--- src/rtl/ip_vector_loader.sv ---
// ip_vector_loader: packs WIDTH fp32 words into one vector tagged with a rolling ID.
// Define IP_LOADER_ZERO_PAD_EN to let in_last end a short, zero-padded vector.
module ip_vector_loader #(
  parameter int         WIDTH    = 8,
  parameter logic [7:0] ID_START = 8'h00
) (
  input  logic        clk,
  input  logic        reset,
  input  logic [31:0] in_data,
  input  logic        in_valid,
  input  logic        in_last,
  output logic        in_ready,
  output logic [31:0] out_data [WIDTH-1:0],
  output logic [7:0]  out_id,
  output logic        out_valid
);
  localparam int LW = $clog2(WIDTH);
  typedef enum logic {FILL, EMIT} state_t;
  state_t        state_q;
  logic [LW-1:0] lane_q;
  logic [31:0]   stage_q [WIDTH-1:0];
  logic [31:0]   stage_d [WIDTH-1:0];
  logic [31:0]   data_q  [WIDTH-1:0];
  logic [7:0]    id_q, oid_q;
  logic          valid_q, accept, done_d;
  assign accept    = in_valid && state_q == FILL;
  assign in_ready  = state_q == FILL;
  assign out_data  = data_q;
  assign out_id    = oid_q;
  assign out_valid = valid_q;
`ifndef IP_LOADER_ZERO_PAD_EN
  logic unused_last;
  assign unused_last = in_last;
`endif
  always_comb begin
    stage_d = stage_q;
    done_d  = accept && lane_q == LW'(WIDTH-1);
    if (accept) stage_d[lane_q] = in_data;
`ifdef IP_LOADER_ZERO_PAD_EN
    if (accept && in_last) begin
      done_d = 1'b1;
      for (int j = 0; j < WIDTH; j++) if (LW'(j) > lane_q) stage_d[j] = '0;
    end
`endif
  end
  always_ff @(posedge clk or posedge reset) begin
    if (reset) begin
      state_q <= FILL;
      lane_q  <= '0;
      stage_q <= '{default: '0};
      data_q  <= '{default: '0};
      id_q    <= ID_START;
      oid_q   <= 8'h00;
      valid_q <= 1'b0;
    end else begin
      valid_q <= 1'b0;
      stage_q <= stage_d;
      if (state_q == FILL) begin
        if (accept) begin
          state_q <= done_d ? EMIT : FILL;
          lane_q  <= done_d ? '0 : lane_q + 1'b1;
        end
      end else begin
        data_q  <= stage_q;
        oid_q   <= id_q;
        id_q    <= id_q + 8'd1;
        valid_q <= 1'b1;
        lane_q  <= '0;
        state_q <= FILL;
      end
    end
  end
endmodule

--- config.mk ---
export PLATFORM = sky130hd
export DESIGN_NAME = ip_vector_loader
export DESIGN_NICKNAME = d
export VERILOG_FILES = /design/src/rtl/ip_vector_loader.sv
export SDC_FILE = /design/constraint.sdc
export NUM_CORES = 1
export LEC_CHECK = 0
export ABC_AREA = 1
export CAP_MARGIN = 20
export CORE_ASPECT_RATIO = 0.8
export CORE_MARGIN = 4
export CORE_UTILIZATION = 56
export CTS_BUF_LIST = sky130_fd_sc_hd__clkbuf_2
export CTS_CLUSTER_SIZE = 25
export DETAILED_ROUTE_END_ITERATION = 10
export PLACE_DENSITY = 0.9
export SLEW_MARGIN = 25
export SYNTH_ARGS = -nofsm -noshare
export SYNTH_HDL_FRONTEND = slang
export SYNTH_SLANG_ARGS = --single-unit
--- constraint.sdc ---
create_clock -name clk -period 25.3 [get_ports clk]
set_clock_uncertainty 0.1 [all_clocks]
set_input_delay 5.06 -clock clk [delete_from_list [all_inputs] [get_ports clk]]
set_output_delay 5.06 -clock clk [all_outputs]
set_load 0.005 [all_outputs]
==> impl_metrics.toml <==
[critical_path]
max_stage_delay_ns = 0.61
timing.rr.start = "lane_q[1]$_DFFE_PP0P_"
r2r_slack_ns = 22.12
r2r-end = "stage_q[108]$_DFFE_PP0P_"
slowest_stage = "clkdlybuf4s50_1"
required_ns = 20.14
crit_type = "reg2out"
path_delay_family = "buffers and inverters"
crit_buf_inv = 2
rr_worst_depth = 6
cp_max_fo = 75
crit_path_start_kind = "flip-flop"
crit_start = "state_q$_DFF_PP0_"
cp-end-kind = "output port"
cp.arrival_ns = 2.44
cp_cell_sequence = "inv_8 -> clkdlybuf4s50_1"

[synth]
ys_ff_latch = 533
synth_seq_area_share = 0.6745
synth-compound-area-share = 0.06783
synth_cells = 2113
yosysMostFrequentCell = "nand2_1"
synth.largest_area_cell = "dfrtp_1"
synth_top_area_frac = 0.6745
ys_top_cells_by_area = "dfrtp_1 67%, nand2_1 21%, o21ai_0 6.8%"
synth_fa_ha_area_frac = 0.001898
synth-simple-area-share = 0.2191
synth_edf_count = 0
synth-main-ff-cell = "dfrtp_1"
synthesis.nets = 2152
synth.yosys.warnings = 0
synthXorXnorAreaFrac = 0.001772
avgSynthCellArea_um2 = 9.359
synthesis.area_mm2 = 0.01978
async_flop_share = 1.000
synth_top_family_by_area = "simple AND/OR/NAND/NOR gates"
synthMuxAreaShare = 0
synth_common_cells = "1113 x nand2_1, 533 x dfrtp_1, 267 x o21ai_0"
yosysUniqueCellTypes = 21

[die]
initial_core_util = 0.5682
core_mm2 = 0.03480
die_w_um = 218.1
io_pins = 302
dieArea_mm2 = 0.03840
rows = 61
die_h_um = 176.1

[placement]
post-place-ws_ns = 15.78
hpwl_um = 32410
io_buffers = 300
placed_area_mm2 = 0.02300
routabilityCongestion = 0.8407

[timing]
finalMaxSlewViolations = 0
max_freq_mhz = 131.5
holdWs_ns = 0.3491
tns_ns = 0
timing_hold_violations_final = 0
setup_ws_ns = 17.70
fin_crit_sh = 0.3005
grt_setup_unrepaired = "false"
worstMarginPinSlew_ns = 0.9890
setup_viol = 0
slew_headroom = 0.3366
min_period_ns = 7.603

[clock_tree]
cts_tree = "done"
clk_latency_ns = 1.00
clk_pin_slew_ns = 0.12
clock_sinks = 533
cts_resized = 0
ctsHoldBuffers = 0
cts_inserted_buffers = 119
postCtsSetupBuffers = 0
cts_root_buf = "clkbuf_2"
cts_buffer_depth = 3
cts_htree_levels = 3

[worst_hold_path]
hold_path_startpoint = "stage_q[160]$_DFFE_PP0P_"
whs_path_depth = 2
holdPathEnd = "out_data[160]$_DFFE_PP0P_"
holdCritPathClass = "reg2reg"

[detailed_routing]
remaining_drc_errors = 0
dr.pass1.iters = 6
vias = 15790
wl_um = 50170
wl_per_cell_um = 16.71
drt-initial-drc-count = 1406
ant_nets = 0
viasPerCell = 5.260

[global_route]
grt-ovfl-total = 0
grt_use_total = 0.2657
antenna_found_initial = 1
grt_pass1_wl_um = 82180
grt_pass1_vias = 16230
grt_max_degree = 264

[power_and_ir_drop]
peakVddDrop_mv = 0.05892
pwr_density_cell_mw_per_mm2 = 112.4
p_leak_nw = 12.66
finalPower_mw = 2.715

[flow_run]
max_cap_viol_count = 0

[run_status]
status = "finished, final reports clean"

[finish]
layout.nets = 2470
fin_area_mm2 = 0.02415
area_growth_pct = 22.13
drive_above_1_share = 0.08386
## layout make-up
type / instances / area [µm²]
inverters: 54 / 222.7
fillers: 2484 / 10650
clock inverters: 38 / 180.2
flip-flops and latches: 533 / 13340
clock buffers: 180 / 900.9
multi-input cells: 1413 / 5782
diodes: 2 / 5.005
repair buffers: 310 / 3129
well taps: 472 / 590.6
## placed cells by master, fill, tap and decap left out
cell type / count
clkinv_4: 1
nand2_1: 1112
nor2_4: 2
clkinv_8: 1
dfrtp_1: 532
bufinv_16: 1
clkinv_2: 2
buf_16: 1
diode_2: 2
nand2_4: 5
nor2_8: 1
buf_12: 1
clkinv_1: 32
o21ai_1: 1
nand4_1: 1
buf_4: 3
dfrtp_4: 1
inv_8: 1
inv_1: 50
clkbuf_2: 180
clkdlybuf4s50_1: 300
inv_2: 3
nand3_4: 1
ha_1: 3
nor2_1: 9
xor2_1: 4
o21ai_0: 267
buf_6: 5
nand2_2: 1
nand3_1: 5
clkinvlp_4: 1
nor2_2: 1
## how the worst max path moves through the flow
stage	to	slack, ns	cells after the start
after detailed placement	out_data[166]$_DFFE_PP0P_	15.78	5
after floorplan	id_q[0]$_DFFE_PP0P_	5.24	1
after CTS	stage_q[105]$_DFFE_PP0P_	16.87	5
after global placement	stage_q[163]$_DFFE_PP0P_	15.89	5
after global routing	in_ready	17.50	2
final	in_ready	17.70	2
## worst register-to-register path: stages (launching register included)
cell and delay, ns:
dfrtp_1 0.45, inv_1 0.08, nor2_1 0.29, clkinv_1 0.87, nor2_4 1.03, nand2_1 0.17
nand2_1 0.12
## per-stage QoR
| stage | instances | util |
|---|---|---|
| finish | 3002 | 0.6940 |
| global route | 3002 | 0.6940 |
| CTS | 2999 | 0.6920 |
| detailed placement | 2781 | 0.6610 |
| global placement | 2781 | 0.6603 |
| floorplan | 2113 | - |
## state kept, by name, summed over array words and instances (netlist names)
name	cells
out_id	8
stage_q	256
id_q	8
out_valid	1
state_q	1
lane_q	3
out_data	256
## layer usage
layer	share of wire	global-route usage	up-vias
li1	-	-	7283
met1	0.40	0.3431	7725
met2	0.50	0.4390	671
met3	0.075	0.05988	113
met4	0.031	0.1145	0
met5	0	0	-
## cell families (layout without fill, tap and decap cells)
family,count (synthesis),in the layout
flip-flops,533,533
adder cells (fa/ha/maj),3,3
AO/OA/AOI/OAI,268,268
XOR/XNOR,4,4
buffers and inverters,167,582
AND/OR/NAND/NOR,1138,1138
other,0,2
## power by group
part	switching [mW]	internal, mW	total, mW
registers	0.214	1.19	1.41
clock network	0.324	0.200	0.524
logic	0.382	0.401	0.783
total	0.919	1.80	2.71
No activity file was read; power rests on OpenSTA's default activity.
